**src/rtl/cpu_pkg.sv**
```systemverilog
// cpu_pkg: constants and types shared by the operand-fetch stage.
//   XLEN      operand / writeback data width
//   REG_AW    register address width (32 registers)
//   REG_ZERO  index of the hard-wired zero register x0
//   opf_state_t  operand-fetch FSM states
package cpu_pkg;

  localparam int unsigned XLEN   = 32;
  localparam int unsigned REG_AW = 5;

  localparam logic [REG_AW-1:0] REG_ZERO = '0;

  typedef enum logic [1:0] {
    IDLE  = 2'd0,
    WAIT  = 2'd1,
    VALID = 2'd2
  } opf_state_t;

endpackage

```
**src/rtl/operand_fetch_if.sv**
```systemverilog
// operand_fetch_if: decode-side and execute-side handshakes of the operand-fetch stage.
//   in_valid/in_ready, in_pc, in_rs1, in_rs2, in_rd         decode -> stage
//   out_valid/out_ready, out_pc, out_rd, out_rs1/2_data     stage -> execute
// master: the surrounding pipeline (drives decode inputs and execute ready).
// slave:  operand_fetch itself.
interface operand_fetch_if;
  import cpu_pkg::*;

  logic              in_valid;
  logic              in_ready;
  logic [XLEN-1:0]   in_pc;
  logic [REG_AW-1:0] in_rs1;
  logic [REG_AW-1:0] in_rs2;
  logic [REG_AW-1:0] in_rd;

  logic              out_valid;
  logic              out_ready;
  logic [XLEN-1:0]   out_pc;
  logic [REG_AW-1:0] out_rd;
  logic [XLEN-1:0]   out_rs1_data;
  logic [XLEN-1:0]   out_rs2_data;

  modport master (
    output in_valid, in_pc, in_rs1, in_rs2, in_rd, out_ready,
    input  in_ready, out_valid, out_pc, out_rd, out_rs1_data, out_rs2_data
  );

  modport slave (
    input  in_valid, in_pc, in_rs1, in_rs2, in_rd, out_ready,
    output in_ready, out_valid, out_pc, out_rd, out_rs1_data, out_rs2_data
  );

endinterface

```
**src/rtl/opf_operand_sel.sv**
```systemverilog
// opf_operand_sel: per-operand priority mux.
//   rs        held source register index
//   wr_now    a non-x0 writeback is happening this cycle
//   wb_rd     writeback destination
//   wb_data   writeback data
//   fallback  value used when neither x0 nor a forward applies
//   result    selected operand
// Priority: x0 -> 0, matching writeback -> wb_data, otherwise fallback.
module opf_operand_sel
  import cpu_pkg::*;
(
  input  logic [REG_AW-1:0] rs,
  input  logic              wr_now,
  input  logic [REG_AW-1:0] wb_rd,
  input  logic [XLEN-1:0]   wb_data,
  input  logic [XLEN-1:0]   fallback,
  output logic [XLEN-1:0]   result
);

  always_comb begin
    result = fallback;
    if (rs == REG_ZERO) begin
      result = '0;
    end else if (wr_now && (wb_rd == rs)) begin
      result = wb_data;
    end
  end

endmodule

```
**src/rtl/operand_fetch.sv**
```systemverilog
// operand_fetch: operand-fetch stage between decode and execute.
//   clock, reset_n         clock and asynchronous active-low reset
//   bus (slave)            decode/execute handshakes, see operand_fetch_if
//   rf_addr_rs1/2          register-file read addresses
//   rf_data_rs1/2          register-file read data (1-cycle synchronous read)
//   wb_valid/wb_rd/wb_data writeback port (wb_valid is also the RF write enable)
//   perf_retry_count       only with OPFETCH_PERF_EN: saturating count of retried reads
// The register file drops its read on any cycle with a non-x0 write, so a read
// issued in such a cycle is re-issued from WAIT until one goes through.
module operand_fetch
  import cpu_pkg::*;
(
  input  logic              clock,
  input  logic              reset_n,
  operand_fetch_if.slave    bus,
  output logic [REG_AW-1:0] rf_addr_rs1,
  output logic [REG_AW-1:0] rf_addr_rs2,
  input  logic [XLEN-1:0]   rf_data_rs1,
  input  logic [XLEN-1:0]   rf_data_rs2,
  input  logic              wb_valid,
  input  logic [REG_AW-1:0] wb_rd,
  input  logic [XLEN-1:0]   wb_data
`ifdef OPFETCH_PERF_EN
  ,
  output logic [31:0]       perf_retry_count
`endif
);

  opf_state_t        state_q;
  logic [XLEN-1:0]   pc_q;
  logic [REG_AW-1:0] rd_q;
  logic [REG_AW-1:0] rs1_q;
  logic [REG_AW-1:0] rs2_q;
  logic              supp_q;
  logic [XLEN-1:0]   rs1_data_q;
  logic [XLEN-1:0]   rs2_data_q;

  logic              wr_now;
  logic              accept;
  logic [XLEN-1:0]   rs1_fallback;
  logic [XLEN-1:0]   rs2_fallback;
  logic [XLEN-1:0]   rs1_sel;
  logic [XLEN-1:0]   rs2_sel;

  assign wr_now       = wb_valid && (wb_rd != REG_ZERO);
  assign bus.in_ready = (state_q == IDLE) || ((state_q == VALID) && bus.out_ready);
  assign accept       = bus.in_valid && bus.in_ready;

  assign rf_addr_rs1 = accept ? bus.in_rs1 : rs1_q;
  assign rf_addr_rs2 = accept ? bus.in_rs2 : rs2_q;

  // In WAIT the mux captures from the RF; in VALID it falls back to the held
  // operand, so the same mux implements the writeback snoop.
  assign rs1_fallback = (state_q == WAIT) ? rf_data_rs1 : rs1_data_q;
  assign rs2_fallback = (state_q == WAIT) ? rf_data_rs2 : rs2_data_q;

  opf_operand_sel u_sel_rs1 (
    .rs       (rs1_q),
    .wr_now   (wr_now),
    .wb_rd    (wb_rd),
    .wb_data  (wb_data),
    .fallback (rs1_fallback),
    .result   (rs1_sel)
  );

  opf_operand_sel u_sel_rs2 (
    .rs       (rs2_q),
    .wr_now   (wr_now),
    .wb_rd    (wb_rd),
    .wb_data  (wb_data),
    .fallback (rs2_fallback),
    .result   (rs2_sel)
  );

  always_ff @(posedge clock or negedge reset_n) begin
    if (!reset_n) begin
      state_q    <= IDLE;
      pc_q       <= '0;
      rd_q       <= '0;
      rs1_q      <= '0;
      rs2_q      <= '0;
      supp_q     <= 1'b0;
      rs1_data_q <= '0;
      rs2_data_q <= '0;
    end else if (accept) begin
      pc_q    <= bus.in_pc;
      rd_q    <= bus.in_rd;
      rs1_q   <= bus.in_rs1;
      rs2_q   <= bus.in_rs2;
      supp_q  <= wr_now;
      state_q <= WAIT;
    end else begin
      unique case (state_q)
        WAIT: begin
          if (supp_q) begin
            // Previous read was dropped by the RF: addresses are re-presented.
            supp_q <= wr_now;
          end else begin
            rs1_data_q <= rs1_sel;
            rs2_data_q <= rs2_sel;
            state_q    <= VALID;
          end
        end
        VALID: begin
          rs1_data_q <= rs1_sel;
          rs2_data_q <= rs2_sel;
          if (bus.out_ready) begin
            state_q <= IDLE;
          end
        end
        default: ;
      endcase
    end
  end

  assign bus.out_valid    = (state_q == VALID);
  assign bus.out_pc       = pc_q;
  assign bus.out_rd       = rd_q;
  assign bus.out_rs1_data = rs1_data_q;
  assign bus.out_rs2_data = rs2_data_q;

`ifdef OPFETCH_PERF_EN
  always_ff @(posedge clock or negedge reset_n) begin
    if (!reset_n) begin
      perf_retry_count <= '0;
    end else if ((state_q == WAIT) && supp_q && (perf_retry_count != 32'hFFFF_FFFF)) begin
      perf_retry_count <= perf_retry_count + 32'd1;
    end
  end
`endif

endmodule

```
**src/flat_wrapper.sv**
```systemverilog
// flat-port wrapper written by rule: the top's interface ports become plain ports
module operand_fetch_flat import cpu_pkg::*;
  (clock, reset_n, rf_addr_rs1, rf_addr_rs2, rf_data_rs1, rf_data_rs2, wb_valid, wb_rd, wb_data, bus_in_valid, bus_in_pc, bus_in_rs1, bus_in_rs2, bus_in_rd, bus_out_ready, bus_in_ready, bus_out_valid, bus_out_pc, bus_out_rd, bus_out_rs1_data, bus_out_rs2_data);
  operand_fetch_if bus_i ();
  input  logic clock;
  input  logic reset_n;
  output logic [REG_AW-1:0] rf_addr_rs1;
  output logic [REG_AW-1:0] rf_addr_rs2;
  input  logic [XLEN-1:0] rf_data_rs1;
  input  logic [XLEN-1:0] rf_data_rs2;
  input  logic wb_valid;
  input  logic [REG_AW-1:0] wb_rd;
  input  logic [XLEN-1:0] wb_data;
  input wire logic [$bits(bus_i.in_valid)-1:0] bus_in_valid;
  input wire logic [$bits(bus_i.in_pc)-1:0] bus_in_pc;
  input wire logic [$bits(bus_i.in_rs1)-1:0] bus_in_rs1;
  input wire logic [$bits(bus_i.in_rs2)-1:0] bus_in_rs2;
  input wire logic [$bits(bus_i.in_rd)-1:0] bus_in_rd;
  input wire logic [$bits(bus_i.out_ready)-1:0] bus_out_ready;
  output wire logic [$bits(bus_i.in_ready)-1:0] bus_in_ready;
  output wire logic [$bits(bus_i.out_valid)-1:0] bus_out_valid;
  output wire logic [$bits(bus_i.out_pc)-1:0] bus_out_pc;
  output wire logic [$bits(bus_i.out_rd)-1:0] bus_out_rd;
  output wire logic [$bits(bus_i.out_rs1_data)-1:0] bus_out_rs1_data;
  output wire logic [$bits(bus_i.out_rs2_data)-1:0] bus_out_rs2_data;
  assign bus_i.in_valid = bus_in_valid;
  assign bus_i.in_pc = bus_in_pc;
  assign bus_i.in_rs1 = bus_in_rs1;
  assign bus_i.in_rs2 = bus_in_rs2;
  assign bus_i.in_rd = bus_in_rd;
  assign bus_i.out_ready = bus_out_ready;
  assign bus_in_ready = bus_i.in_ready;
  assign bus_out_valid = bus_i.out_valid;
  assign bus_out_pc = bus_i.out_pc;
  assign bus_out_rd = bus_i.out_rd;
  assign bus_out_rs1_data = bus_i.out_rs1_data;
  assign bus_out_rs2_data = bus_i.out_rs2_data;
  operand_fetch u_core (.clock(clock), .reset_n(reset_n), .bus(bus_i), .rf_addr_rs1(rf_addr_rs1), .rf_addr_rs2(rf_addr_rs2), .rf_data_rs1(rf_data_rs1), .rf_data_rs2(rf_data_rs2), .wb_valid(wb_valid), .wb_rd(wb_rd), .wb_data(wb_data));
endmodule
```
**config.mk**
```make
export PLATFORM = sky130hd
export DESIGN_NAME = operand_fetch_flat
export DESIGN_NICKNAME = d
export VERILOG_FILES = /design/src/rtl/cpu_pkg.sv /design/src/rtl/operand_fetch_if.sv /design/src/rtl/opf_operand_sel.sv /design/src/rtl/operand_fetch.sv /design/src/flat_wrapper.sv
export SDC_FILE = /design/constraint.sdc
export NUM_CORES = 1
export LEC_CHECK = 0
export CAP_MARGIN = 20
export CELL_PAD_IN_SITES_DETAIL_PLACEMENT = 1
export CELL_PAD_IN_SITES_GLOBAL_PLACEMENT = 1
export CORE_ASPECT_RATIO = 0.75
export CORE_MARGIN = 1
export CORE_UTILIZATION = 29
export DETAILED_ROUTE_END_ITERATION = 12
export PLACE_DENSITY = 0.9
export SETUP_SLACK_MARGIN = 0.5
export SLEW_MARGIN = 20
export SYNTH_ARGS = -nofsm -noshare
export SYNTH_HDL_FRONTEND = slang
export SYNTH_SLANG_ARGS = --single-unit
```
**constraint.sdc**
```tcl
create_clock -name clock -period 2.35 [get_ports clock]
set_input_delay 0.3525 -clock clock [delete_from_list [all_inputs] [get_ports clock]]
set_output_delay 0.3525 -clock clock [all_outputs]
set_load 0.005 [all_outputs]
```
==> impl_metrics.ini <==
[logic_synthesis]
async_flop_share_pct = 100
synth_area_leaders = dfrtp_1, nand2_1, o221ai_1
yosysWarningCount = 0
synthCells = 606
ys_seq_area_share_pct = 52.2
synth_nets = 763
netlist.area_leader.share_pct = 52.2
synth_most_common_cell = nand2_1
synthTopCellsByCount = nand2_1, dfrtp_1, inv_1, nand3_1, o221ai_1
synth_cell_type_count = 26
synth_edf_count = 0
synth_top_flop_cell = dfrtp_1
synth_area_leader_cell = dfrtp_1
synth_seq_cells = 114
syn_area_mm2 = 0.00547
postSynthAreaPerCell_um2 = 9.02

[place]
numPortBuffers = 265
place_congestion = 0.822
pre_cts_slack_ps = -81.8
dpl.hpwl_um = 14700
placed_cells = 1106

[floorplan]
die_y_um = 121
fp.dieW_um = 161
initial_core_util_pct = 29.6
die_area_mm2 = 0.0194
num_io_pins = 266
core_mm2 = 0.0185
row_count = 43

[timing]
hold_viol = 0
timing.fmax_mhz = 439
setup_viol = 0
worstMarginPinSlew_ps = 714
maxSlewViolCount = 0
slew_headroom_pct = 52.4
finalClockSkew_ps = 10.5
fin_crit_sh_pct = 97.0
rsz0062_at_grt = yes
fin_crit_ps = 2280
worst_slack_ps = 70.6
hold_ws_ps = 15.2

[global_routing]
antenna_found_initial = 1
grt_overflow = 0
grt_pass1_vias = 6417
grt_max_degree = 115
grt_usage_pct = 23.3
grt_pass1_wl_um = 34500

[setup_path]
critical_path_class = register to output port
cpMaxStageDelayCell = dfrtp_1
crit_fanout = 5
path_buf_inv = 6
rrSetupSlack_ps = 120
critical_path.cell_chain = inv_2, ha_4, a21oi_4, buf_6, inv_4, nand2_4, buf_12, buf_16, nand2_2, nand2_2, buf_6
worstSetupEndpointType = output port
cp.required_ps = 2000
cpPeakStageDelay_ps = 370
crit_family = buffers and inverters
critPathLaunchType = register
arrival_ps = 1930

[finish]
finish.utilization_pct = 59.6
nets = 1119
drive_gt1_share_pct = 31.2
areaGrowthSynthToFinish_pct = 101
diodes = 0
finalNonFillerCells = 1221

[power]
max-vdd-ir-drop_v = 0.000750
cellPowerDensity_mw_per_mm2 = 1380
p_leak_nw = 4.75

[clock_tree]
clk_latency_ps = 420
root_buffer = clkbuf_16
clock_path_buffers = 2
clock-sinks = 114
clkTransAtPathRegs_ps = 60
cts_tree = done
htreeDepth = 4
cts_made_buffers = 17
hold_buffers = 0

[detailed_routing]
dr.pass1.iters = 5
viasPerCell = 5.13
drc = 0
wirelength_um = 28500
ant_nets = 0
drtIter0Drc = 366
wl_per_cell_um = 23.3
num_vias = 6267

[job]
cap_viol_max_count = 0

[min_path]
worst_hold_path_type = primary input to asynchronous set/reset pin

[outcome]
outcome = finished clean
[registers in the layout (all words and copies together), names as in the netlist]
| name | flops |
|---|---|
| u_core.bus.out_pc | 32 |
| u_core.bus.out_rd | 5 |
| u_core.bus.out_rs1_data | 32 |
| u_core.bus.out_rs2_data | 32 |
| u_core.rs1_q | 5 |
| u_core.rs2_q | 5 |
| u_core.state_q | 2 |
| u_core.supp_q | 1 |
[power by group]
part | internal [mW] | switching (mW)
registers | 2.89 | 0.698
clock network | 1.47 | 0.974
logic | 5.07 | 4.05
total | 9.44 | 5.73
[routing by layer]
layer	wire [um]	part of all wire, %	vias to the layer above	GRT usage, %
met4	967	3.4	2	7.50
met2	14600	51	321	40.0
li1	-	-	2736	-
met3	2300	8.1	70	8.48
met1	10600	37	3138	26.9
met5	11	0.039	-	0
[worst paths after layout]
| kind | from | end | depth (start not counted) |
|---|---|---|---|
| setup / recovery | u_core.state_q[0]$_DFFE_PN0P_ | rf_addr_rs2[2] | 11 |
| hold / removal | reset_n | u_core.bus.out_rs2_data[6]$_DFFE_PN0P_ | 2 |
| setup reg to reg | u_core.state_q[0]$_DFFE_PN0P_ | u_core.rs1_q[4]$_DFF_PN0_ | 15 |
| hold reg to reg | u_core.bus.out_pc[7]$_DFFE_PN0P_ | u_core.bus.out_pc[7]$_DFFE_PN0P_ | 2 |
| max in group asynchronous | reset_n | u_core.bus.out_rs2_data[31]$_DFFE_PN0P_ | 2 |
| min in group clock | bus_in_pc[25] | u_core.bus.out_pc[25]$_DFFE_PN0P_ | 3 |
[repair_timing]
| item | in CTS | in global routing |
|---|---|---|
| gates resized for setup | 90 | 196 |
| pin swaps | 15 | 34 |
| setup buffers | 38 | 24 |
| endpoints found under the setup margin | 114 | 120 |
| cloned | 3 | 19 |
[layout make-up]
type | count | area (um^2)
Timing Repair Buffer | 379 | 4180
Clock inverter | 9 | 56.3
Multi-Input combinational cell | 381 | 2840
Sequential cell | 114 | 2860
Inverter | 69 | 262
Fill cell | 1944 | 7450
Tap cell | 247 | 309
Clock buffer | 22 | 494
[worst reg2reg max path, delay by kind of cell (launching register included)]
| family | cells | cell delay, ps |
|---|---|---|
| buffers and inverters | 10 | 1230 |
| AO/OA/AOI/OAI | 1 | 180 |
| flip-flops | 1 | 370 |
| AND/OR/NAND/NOR | 3 | 180 |
| adder cells (fa/ha/maj) | 1 | 180 |
[stage by stage]
stage	power (mW)	setup TNS (ps)	cell area, um^2
floorplan	5.93	0	5490
global placement	8.98	-69.6	8500
detailed placement	9.25	-3090	8500
CTS	12.5	0	9530
global route	15.9	-29.2	11000
finish	15.2	0	11000
[cell usage in the layout (no fill, tap or decap), drive strengths merged, types with 5 or more instances in the layout]
cell type and n:
dfrtp 114, clkdlybuf4s50 247, nor2 9, nand2 207, xnor2 6, nand3 66
a21oi 5, clkinv 6, or4 5, clkbuf 36, inv 69, o221ai 64
buf 113
[kinds of logic after synthesis]
kind of cell	Yosys count	synth area share (%)
adders and majority gates	4	0.916
buffers and inverters	111	9.89
and+or+nand+nor	291	22.2
DFF	114	52.2
xor gates and xnor gates	10	1.60
AOI/OAI and AO/OA	76	13.3
No activity file was read; power rests on OpenSTA's default activity.
